$ cat src/rtl/rv_pkg.sv
// Shared definitions for the RV32I fetch/decode slice: fetch FSM encoding,
// the canonical NOP and instruction field bit positions.
package rv_pkg;

  typedef enum logic [1:0] {
    S_BOOT  = 2'd0,
    S_REQ   = 2'd1,
    S_EXEC  = 2'd2,
    S_FAULT = 2'd3
  } fetch_state_t;

  // addi x0, x0, 0
  localparam logic [31:0] NOP_INSTR = 32'h0000_0013;

  localparam int OPCODE_LSB = 0;
  localparam int OPCODE_W   = 7;
  localparam int RD_LSB     = 7;
  localparam int FUNCT3_LSB = 12;
  localparam int FUNCT3_W   = 3;
  localparam int RS1_LSB    = 15;
  localparam int RS2_LSB    = 20;
  localparam int REG_W      = 5;
  localparam int FUNCT7_BIT = 30;

  // Only the 32-bit encoding space (low two bits set) is supported.
  function automatic logic is_rv32_encoding(input logic [1:0] low_bits);
    return low_bits == 2'b11;
  endfunction

endpackage

$ cat src/rtl/instr_field_split.sv
// Combinational split of a 32-bit RV32I instruction word into the fields used
// by the control unit and register file.
module instr_field_split
  import rv_pkg::*;
(
  input  logic [31:0]         instr,
  output logic [OPCODE_W-1:0] op_code,
  output logic [FUNCT3_W-1:0] funct3,
  output logic                funct7,
  output logic [REG_W-1:0]    rs1,
  output logic [REG_W-1:0]    rs2,
  output logic [REG_W-1:0]    rd
);

  assign op_code = instr[OPCODE_LSB +: OPCODE_W];
  assign rd      = instr[RD_LSB     +: REG_W];
  assign funct3  = instr[FUNCT3_LSB +: FUNCT3_W];
  assign rs1     = instr[RS1_LSB    +: REG_W];
  assign rs2     = instr[RS2_LSB    +: REG_W];
  assign funct7  = instr[FUNCT7_BIT];

  // Only bit 30 of funct7 distinguishes RV32I R-type operations.
  logic unused_funct7_bits;
  assign unused_funct7_bits = ^{instr[31], instr[29:25]};

endmodule

$ cat src/rtl/instr_fetch_unit.sv
// Fetch stage of the single-cycle RV32I core: owns the PC, fetches from
// instruction memory with wait states, and presents the decoded instruction.
module instr_fetch_unit
  import rv_pkg::*;
#(
  parameter int              XLEN     = 32,
  parameter logic [XLEN-1:0] RESET_PC = '0
) (
  input  logic            CLK,
  input  logic            RST,
  output logic            IMem_Req,
  output logic [XLEN-1:0] IMem_Addr,
  input  logic            IMem_Ready,
  input  logic [XLEN-1:0] IMem_RData,
  input  logic            Stall,
  input  logic            PCSrc,
  input  logic [XLEN-1:0] ImmExt,
  output logic [XLEN-1:0] Instr,
  output logic            Instr_Valid,
  output logic [XLEN-1:0] PC,
  output logic [XLEN-1:0] PCPlus4,
  output logic [6:0]      OpCode,
  output logic [2:0]      Funct3,
  output logic            Funct7,
  output logic [4:0]      Rs1,
  output logic [4:0]      Rs2,
  output logic [4:0]      Rd,
  output logic            Fault,
  output logic [1:0]      Dbg_State
);

  // Memory handshake: IMem_Req rises with IMem_Addr=PC and both are held
  // unchanged until the first cycle with IMem_Ready=1, in which IMem_RData is
  // taken; IMem_Ready in any other cycle carries no meaning and is ignored.
  fetch_state_t    state;
  logic [XLEN-1:0] next_pc;

  assign PCPlus4   = PC + XLEN'(4);
  assign next_pc   = PCSrc ? (PC + ImmExt) : PCPlus4;
  assign IMem_Addr = PC;
  assign Dbg_State = state;

  always_ff @(posedge CLK or posedge RST) begin
    if (RST) begin
      state       <= S_BOOT;
      PC          <= RESET_PC;
      Instr       <= NOP_INSTR;
      IMem_Req    <= 1'b0;
      Instr_Valid <= 1'b0;
      Fault       <= 1'b0;
    end else begin
      case (state)
        S_BOOT: begin
          state    <= S_REQ;
          IMem_Req <= 1'b1;
        end
        S_REQ: begin
          if (IMem_Ready) begin
            Instr    <= IMem_RData;
            IMem_Req <= 1'b0;
            if (!is_rv32_encoding(IMem_RData[1:0])) begin
              Fault <= 1'b1;
              state <= S_FAULT;
            end else begin
              Instr_Valid <= 1'b1;
              state       <= S_EXEC;
            end
          end
        end
        S_EXEC: begin
          // Branch inputs matter only in the cycle the instruction retires.
          if (!Stall) begin
            Instr_Valid <= 1'b0;
            if (next_pc[1:0] != 2'b00) begin
              Fault <= 1'b1;
              state <= S_FAULT;
            end else begin
              PC       <= next_pc;
              IMem_Req <= 1'b1;
              state    <= S_REQ;
            end
          end
        end
        S_FAULT: begin
          IMem_Req    <= 1'b0;
          Instr_Valid <= 1'b0;
        end
        default: begin
          IMem_Req    <= 1'b0;
          Instr_Valid <= 1'b0;
          Fault       <= 1'b1;
          state       <= S_FAULT;
        end
      endcase
    end
  end

  instr_field_split u_field_split (
    .instr   (Instr),
    .op_code (OpCode),
    .funct3  (Funct3),
    .funct7  (Funct7),
    .rs1     (Rs1),
    .rs2     (Rs2),
    .rd      (Rd)
  );

  a_req_valid_exclusive: assert property (
    @(posedge CLK) disable iff (RST) !(IMem_Req && Instr_Valid));

  a_addr_stable_while_waiting: assert property (
    @(posedge CLK) disable iff (RST)
    (IMem_Req && !IMem_Ready) |=> (IMem_Req && IMem_Addr == $past(IMem_Addr)));

endmodule

$ cat config.mk
export PLATFORM = sky130hd
export DESIGN_NAME = instr_fetch_unit
export DESIGN_NICKNAME = d
export VERILOG_FILES = /design/src/rtl/rv_pkg.sv /design/src/rtl/instr_field_split.sv /design/src/rtl/instr_fetch_unit.sv
export SDC_FILE = /design/constraint.sdc
export NUM_CORES = 1
export LEC_CHECK = 0
export ABC_AREA = 0
export ABC_CLOCK_PERIOD_IN_PS = 6500
export CAP_MARGIN = 20
export CORE_UTILIZATION = 43
export CTS_BUF_LIST = sky130_fd_sc_hd__clkbuf_2 sky130_fd_sc_hd__clkbuf_4 sky130_fd_sc_hd__clkbuf_8
export DETAILED_ROUTE_END_ITERATION = 6
export HOLD_SLACK_MARGIN = 0.15
export PLACE_DENSITY = 0.79
export SLEW_MARGIN = 20
export SYNTH_ARGS = -nofsm -noshare
export SYNTH_HDL_FRONTEND = slang
export SYNTH_SLANG_ARGS = --single-unit
$ cat constraint.sdc
create_clock -name CLK -period 6.5 [get_ports CLK]
set_input_delay 1.3 -clock CLK [delete_from_list [all_inputs] [get_ports CLK]]
set_output_delay 1.3 -clock CLK [all_outputs]
set_load 0.005 [all_outputs]
After elaboration in Yosys (flattened, before gate mapping)
Cells that the tools add are included. W data, S select, Z words.

Bits in read-only memories: 0. Memories: 0. RAM bits: 0. Output and inout bits: 159. Logic and storage cells: 50. Register bits after elaboration: 69. Bits in latches: 0. Bits of input ports: 69.

Reductions and logical operators: 11. Order comparisons: 0. Add/subtract/negate cells: 2. Divide/modulo/power cells: 0. Bitwise logic cells: 2. Multipliers: 0. Shifts and indexed selects: 0. Mux-type cells: 19. Eq/ne operators: 10.

Operators with widths (count): $add A32 B3 Y32 const B (1); $add A32 B32 Y32 (1); $mux W32 (1); $ne A2 B2 Y1 const B (6); $mux W1 (11); $reduce_and A3 Y1 (3); $eq A2 B2 Y1 const B (3); $mux W2 (3); $pmux W2 S3 (1); $reduce_bool A3 Y1 (2); $reduce_and A5 Y1 (1); $pmux W1 S4 (1); $reduce_and A4 Y1 (1); $reduce_bool A2 Y1 (2); $pmux W1 S3 (1); $eq A2 B1 Y1 const B (1); $logic_not A2 Y1 (1); $not A1 Y1 (2); $pmux W1 S2 (1); $reduce_and A2 Y1 (1).

Longest topological paths before layout
Gate-level depths: netlist (run 1).

Word-level depth: 6. Depth in mapped cells: 11. Mapped depth without buffers: 10.

Hierarchy
From an unflattened synthesis (run 1), not the netlist that was laid out.

Cells, all modules: 667. Area, all modules: 5809.3 µm².

By module, submodules not included: instr_fetch_unit (times used 1, cells an instance 641, sequential area each 1730.4 µm², area each 5614.1 µm²); instr_field_split (times used 1, cells an instance 26, sequential area each 0.0 µm², area each 195.2 µm²).

Worst setup path before layout (run 1)
OpenSTA, ideal clock, no wires.

Path kind: input port to flip-flop. From: input port ImmExt[0]. To: register PC[12] (netlist: IMem_Addr[12]). Arrival: 3.361 ns. Library setup time: 0.130 ns. Cell stages on the path: 10. Slack: 3.009 ns. Path buffers: 0. Required time: 6.370 ns. Path through: ha_1 fa_1 a211oi_1 o211ai_2 a31o_2 a21o_1 a21o_1 a21oi_1 xor2_1 o21ai_0.

Word-level cells in the longest chain between the ends: 5.

RTL lines: start: declaration (RTL line instr_fetch_unit.sv:17) `input logic [XLEN-1:0] ImmExt,`; $add A32 B32 Y32 (*) (RTL line instr_fetch_unit.sv:39) `assign next_pc = PCSrc ? (PC + ImmExt) : PCPlus4;`; $mux W32 (*) (RTL line instr_fetch_unit.sv:39); $reduce_bool A2 Y1 (RTL line instr_fetch_unit.sv:74) `if (next_pc[1:0] != 2'b00) begin`; $not A1 Y1 (no source line); $reduce_and A3 Y1 (no source line); end signal: assignment (RTL line instr_fetch_unit.sv:78) `PC <= next_pc;`; end: declaration (RTL line instr_fetch_unit.sv:20) `output logic [XLEN-1:0] PC,`.

Mark *: on every way between the ends. The rest lies on a longest branch, timed or not. A chain may end at the register's enable or synchronous reset.

Worst setup path after layout (run 1)
From: register PC[2] (netlist: IMem_Addr[2]). To: output port PCPlus4[30].

Word-level cells in the longest chain between the ends: 1.

RTL lines: $add A32 B3 Y32 (RTL line instr_fetch_unit.sv:38) `assign PCPlus4 = PC + XLEN'(4);`; end: declaration (RTL line instr_fetch_unit.sv:21) `output logic [XLEN-1:0] PCPlus4,`.

No other way between the ends.

==> flow_metrics.py, run 1 <==
metrics = {
    "clocking": {
        "cts_root_buf": "clkbuf_8",
        "clk_pin_slew_ns": 0.09,
        "cts_max_level": 3,
        "cts_num_sinks": 69,
        "numCtsBuffers": 9,
        "post_cts_buffers": 0,
        "cts_tree": "done",
        "clockBufferDepth": 2,
        "cts_hold_buf": 0,
        "cts_resized": 0,
        "worst_skew_pair.late_latency_ns": 0.35,
    },
    "synth": {
        "synthTopCellsByArea": "dfrtp_1 28%, buf_4 8.0%, ha_1 7.8%",
        "yosys.area.top_type": "dfrtp_1",
        "yosysWarnings": 0,
        "synth.most_common_cell": "dfrtp_1",
        "ys_types": 64,
        "ys_ff_latch": 69,
        "ys_top_cells_by_count": "66 x dfrtp_1, 62 x buf_4, 62 x o21ai_0",
        "syn_area_sq_mm": 0.00581,
        "synth_edf_count": 0,
        "synth_cells": 667,
        "syn_area_per_cell_sq_um": 8.71,
        "yosysTopAreaCellShare_pct": 28.4,
        "synth.yosys.seq_area_share_pct": 29.8,
        "synthFlopType": "dfrtp_1",
        "synthArstFlopShare_pct": 100,
        "synth_nets": 773,
    },
    "global_routing": {
        "grt_overflow_total": 0,
        "grt_max_degree": 74,
        "grt_use_total_pct": 23.2,
        "grt_pass1_wl_microns": 26300,
        "antenna_found_initial": 0,
        "grt_pass1_vias": 5263,
    },
    "setup_path": {
        "critPathCaptureType": "output pin",
        "cpLargestDelayFamily": "simple AND/OR/NAND/NOR gates",
        "crit_slowest_cell": "clkdlybuf4s50_1",
        "path_buf_inv": 1,
        "cp-start-kind": "flop",
        "crit_start": "IMem_Addr[2]$_DFFE_PP0P_",
        "cp_data_required_time_ns": 5.20,
        "crit_chain": "ha_1 > and4_2 > nand2_1 > nor3_1 > nor3b_1 > xor2_1 > clkdlybuf4s50_1",
        "path_class": "flop to output pin",
        "crit_path_max_incr_delay_ns": 0.51,
        "worstPathArrival_ns": 3.18,
        "cp_max_fo": 8,
        "rr_startpoint": "IMem_Addr[5]$_DFFE_PP0P_",
    },
    "routing": {
        "wirelength_microns": 16000,
        "ant_nets": 0,
        "viasPerCell": 5.51,
        "num_vias": 5523,
        "first_pass_iters": 5,
        "post_drt_wl_per_cell_microns": 16.0,
        "drt-initial-drc-count": 357,
        "drc": 0,
    },
    "sta": {
        "fin_crit_ns": 4.48,
        "finalSetupViolations": 0,
        "rsz0062_at_grt": "false",
        "fin_crit_sh_pct": 68.9,
        "slew_headroom_pct": 39.5,
        "max_clock_freq_ghz": 0.223,
        "drv_slew": 0,
        "tns_ns": 0,
        "finalClockSkew_ns": 0.0139,
        "whs_ns": 0.485,
        "tightest_slew_ns": 0.908,
        "hold_violations": 0,
    },
    "cells_and_area": {
        "drive_gt1_share_pct": 9.69,
        "diodes": 0,
        "multi_input_area_sq_mm": 0.00344,
        "n_fill_cell": 1146,
        "nets": 927,
        "seq_area_sq_mm": 0.00173,
        "syn_to_final_growth_pct": 37.1,
    },
    "pwr": {
        "vdd_ir_drop_max_uv": 194,
        "leakagePower_nw": 3.34,
        "seq_power_share_pct": 26.1,
        "p_sw_share_pct": 38.4,
        "power_frac_clock_pct": 11.4,
        "combPwrFrac_pct": 62.5,
        "powerDensity_mw_per_mm2": 438,
        "p_int_mw": 2.15,
        "p_switching_mw": 1.34,
    },
    "die": {
        "num_io_pins": 228,
        "initial_core_util_pct": 44.0,
        "core_area_sq_mm": 0.0132,
        "die_area_sq_mm": 0.0140,
        "dieHeight_microns": 118,
        "dieWidth_microns": 118,
        "rows": 42,
    },
    "placed_design": {
        "gp_congestion": 0.899,
        "place_hpwl_microns": 11900,
        "numPortBuffers": 227,
    },
    "job": {
        "max-cap-violations": 0,
    },
    "min_path": {
        "worstHoldPathType": "flop to flop",
        "hold_start": "Instr_Valid$_DFFE_PP0P_",
    },
    "run_status": {
        "status": "finished clean",
    },
}
registers in the layout, summed over array words and instances, names as in the netlist:
name	count
Instr	32
Fault	1
Dbg_State	2
Instr_Valid	1
IMem_Addr	32
IMem_Req	1
power by group through the flow:
stage	logic, mW	clock network [mW]	registers [mW]
3_3_place_gp	2.16	0	0.909
5_1_grt	2.38	0.424	0.951
4_1_cts	2.18	0.407	0.911
2_1_floorplan	1.28	0	0.860
6_report	2.18	0.398	0.911
3_5_place_dp	2.17	0	0.918
worst paths after layout:
check / endpoint / slack (ns) / cells past startpoint
worst max register to register: IMem_Addr[29]$_DFFE_PP0P_ / 3.45 / 9
worst max-delay path: PCPlus4[30] / 2.02 / 7
max in group asynchronous: IMem_Addr[12]$_DFFE_PP0P_ / 4.37 / 3
worst min register to register: Instr_Valid$_DFFE_PP0P_ / 0.49 / 2
min in group asynchronous: IMem_Addr[17]$_DFFE_PP0P_ / 1.54 / 3
worst min-delay path: Instr_Valid$_DFFE_PP0P_ / 0.49 / 2
cell families (layout without fill, tap and decap cells):
family,after synthesis,count (layout),share of synthesized area [%]
xor+xnor,53,53,7.99
fa+ha+maj,37,37,8.10
flops,69,69,29.8
simple gates,192,192,17.5
buf+inv,103,262,11.0
mux,40,40,7.65
compound gates,173,173,17.9
tightest hold or removal path, cell delays in order, from the launching register on:
cell	delay [ns]
dfrtp_1	0.35
nand2_1	0.05
o31ai_1	0.05
layout make-up:
cell class              instances  share of cell area (%)
clock buffers                  10                    1.65
clock inverters                 6                    1.12
inverters                      15                   0.707
multi-input cells             495                    43.2
flip-flops and latches         69                    21.7
well taps                     176                    2.76
repair buffers                231                    28.8
per-stage QoR:
stage               instances  cell area, sq um  worst slack, ns  util (%)  total power, mW
floorplan                 667              5810             3.01         -             2.14
detailed placement        986              7740             2.28      58.7             3.09
global route             1002              7970             1.88      60.4             3.75
global placement          986              7740             2.35      58.7             3.07
CTS                      1002              7970             2.04      60.4             3.50
finish                   1002              7970             2.02      60.4             3.49
layout by cell type, fill, tap and decap left out, types with 11 or more instances in the layout:
master           Yosys  routed
clkdlybuf4s50_1      0     226
dfrtp_1             66      66
o21ai_0             62      62
nand2_1             60      60
a21oi_1             55      55
ha_1                36      36
mux2_2              35      35
nor2_1              33      32
xnor2_1             28      28
nand3_1             27      27
xor2_1              25      25
inv_1               15      14
a21o_1              11      11
and3_1              11      11
metal layers:
layer,global-route usage (%),vias to the layer above,part of all wire (%)
met5,0,-,0
met4,8.65,0,2.4
met3,3.96,37,6.3
met2,39.4,258,47
met1,29.3,2584,44
li1,-,2644,-
Note: power is estimated with default switching activity, not from simulation.
==> inputs of run 2 (changes only) <==
- ABC_CLOCK_PERIOD_IN_PS: 6500 -> 4500
- clock period: 6.5 -> 4.5 ns (I/O delays scaled with it)
==> run 2 against run 1 <==
Against the previous run:
- setup slack worse by 1.5 ns
- non-clock buffer count is 2 higher
- clock-buffer cell count stayed put
- first-iteration DRC count is 11% lower
- clock skew is 0.0036 ns lower
==> flow_metrics.py, run 2 (synthesis results as in run 1) <==
metrics = {
    "run_status": {
        "status": "finished clean",
    },
    "die": {
        "core_area_sq_mm": 0.0132,
        "rows": 42,
        "dieHeight_microns": 118,
        "initial_core_util_pct": 44.0,
        "die_area_sq_mm": 0.0140,
        "num_io_pins": 228,
        "dieWidth_microns": 118,
    },
    "clocking": {
        "cts_hold_buf": 0,
        "cts_num_sinks": 69,
        "cts_root_buf": "clkbuf_8",
        "cts_max_level": 3,
        "cts_resized": 0,
        "worst_skew_pair.late_latency_ns": 0.35,
        "clk_pin_slew_ns": 0.08,
        "clockBufferDepth": 2,
        "post_cts_buffers": 0,
        "numCtsBuffers": 9,
        "cts_tree": "done",
    },
    "sta": {
        "tns_ns": 0,
        "max_clock_freq_ghz": 0.250,
        "fin_crit_sh_pct": 88.9,
        "hold_violations": 0,
        "slew_headroom_pct": 52.7,
        "rsz0062_at_grt": "false",
        "finalClockSkew_ns": 0.0104,
        "finalSetupViolations": 0,
        "fin_crit_ns": 4.00,
        "drv_slew": 0,
        "tightest_slew_ns": 0.709,
    },
    "pwr": {
        "leakagePower_nw": 3.34,
        "power_frac_clock_pct": 10.3,
        "combPwrFrac_pct": 63.5,
        "p_int_mw": 3.05,
        "seq_power_share_pct": 26.2,
        "p_switching_mw": 1.94,
        "powerDensity_mw_per_mm2": 627,
        "p_sw_share_pct": 38.8,
        "vdd_ir_drop_max_uv": 270,
    },
    "setup_path": {
        "worstPathArrival_ns": 3.10,
        "crit_chain": "ha_1 > and4_2 > nand2_1 > nor4_2 > buf_4 > and2_1 > and4_1 > xor2_1 > clkdlybuf4s50_1",
        "crit_slowest_cell": "clkdlybuf4s50_1",
        "r2r_slack_ns": 1.42,
        "cp_data_required_time_ns": 3.60,
        "path_class": "flop to output pin",
        "cpLargestDelayFamily": "simple AND/OR/NAND/NOR gates",
        "cp_max_fo": 8,
        "cp-start-kind": "flop",
        "path_buf_inv": 2,
        "crit_path_max_incr_delay_ns": 0.52,
        "critPathCaptureType": "output pin",
    },
    "routing": {
        "viasPerCell": 5.42,
        "ant_nets": 0,
        "wirelength_microns": 16400,
        "num_vias": 5444,
        "drt-initial-drc-count": 316,
        "post_drt_wl_per_cell_microns": 16.3,
        "drc": 0,
        "first_pass_iters": 4,
    },
    "cells_and_area": {
        "mostFrequentLayoutCells": "226 x clkdlybuf4s50_1, 66 x dfrtp_1, 62 x o21ai_0, 60 x nand2_1, 55 x a21oi_1",
        "final_cell_count_no_fill": 1004,
        "finish.utilization_pct": 60.3,
        "diodes": 0,
        "syn_to_final_growth_pct": 37.0,
        "nets": 929,
        "drive_gt1_share_pct": 9.90,
        "final_common_cell": "clkdlybuf4s50_1",
    },
    "global_routing": {
        "grt_overflow_total": 0,
        "grt_max_degree": 72,
        "antenna_found_initial": 0,
        "grt_pass1_vias": 5416,
        "grt_pass1_wl_microns": 26700,
        "grt_use_total_pct": 23.6,
    },
    "job": {
        "max-cap-violations": 0,
    },
    "placed_design": {
        "placedCellCount": 988,
        "place_hpwl_microns": 12200,
        "numPortBuffers": 227,
        "gp_congestion": 0.931,
    },
    "min_path": {
        "worstHoldPathType": "flop to flop",
    },
}
==> run 2: changes by cell type in the layout (fill, tap and decap cells not counted), sizes merged <==
cell | before | now
clkinv | 2 | 4
bufinv | 2 | 1
clkinvlp | 2 | 1
buf | 5 | 7
==> run 2: through the flow <==
| step | total power [mW] | cell area (sq um) | worst slack (ns) | hold WS [ns] |
|---|---|---|---|---|
| after floorplan | 3.10 | 5810 | 1.41 | 0.466 |
| after global placement | 4.43 | 7760 | 0.798 | 0.460 |
| after detailed placement | 4.47 | 7760 | 0.738 | 0.464 |
| after CTS | 5.01 | 7960 | 0.509 | 0.482 |
| after global routing | 5.38 | 7960 | 0.337 | 0.514 |
| final | 4.99 | 7960 | 0.501 | 0.475 |
==> run 2: path summary, 6_finish.rpt <==
| check | from | to | cells past startpoint |
|---|---|---|---|
| worst min-delay path | Fault$_DFFE_PP0P_ | Fault$_DFFE_PP0P_ | 1 |
| min in group asynchronous | RST | Instr[18]$_DFFE_PP0P_ | 2 |
| worst max-delay path | IMem_Addr[2]$_DFFE_PP0P_ | PCPlus4[28] | 9 |
| max in group asynchronous | RST | IMem_Addr[31]$_DFFE_PP0P_ | 3 |
| worst max register to register | IMem_Addr[5]$_DFFE_PP0P_ | IMem_Addr[29]$_DFFE_PP0P_ | 9 |
| worst min register to register | Fault$_DFFE_PP0P_ | Fault$_DFFE_PP0P_ | 1 |
==> run 2: layout make-up <==
| type | count | area (sq um) |
|---|---|---|
| clock buffer | 10 | 131 |
| clock inverter | 6 | 65.1 |
| fill | 1167 | 5230 |
| inverter | 15 | 56.3 |
| multi-input combinational | 495 | 3440 |
| sequential | 69 | 1730 |
| tap | 176 | 220 |
| timing repair buffer | 233 | 2310 |
==> run 2: routing by layer <==
layer  track usage [%]  share of wire (%)
met5                 0                  0
met4              8.73                2.3
met3              4.49                6.1
met2              40.8                 49
met1              29.1                 43
==> run 2: power groups by stage <==
stage | Sequential, mW | Clock, mW | Combinational (mW)
floorplan | 1.24 | 0 | 1.85
global placement | 1.31 | 0 | 3.12
detailed placement | 1.32 | 0 | 3.15
CTS | 1.31 | 0.530 | 3.17
global route | 1.37 | 0.558 | 3.45
finish | 1.31 | 0.513 | 3.17
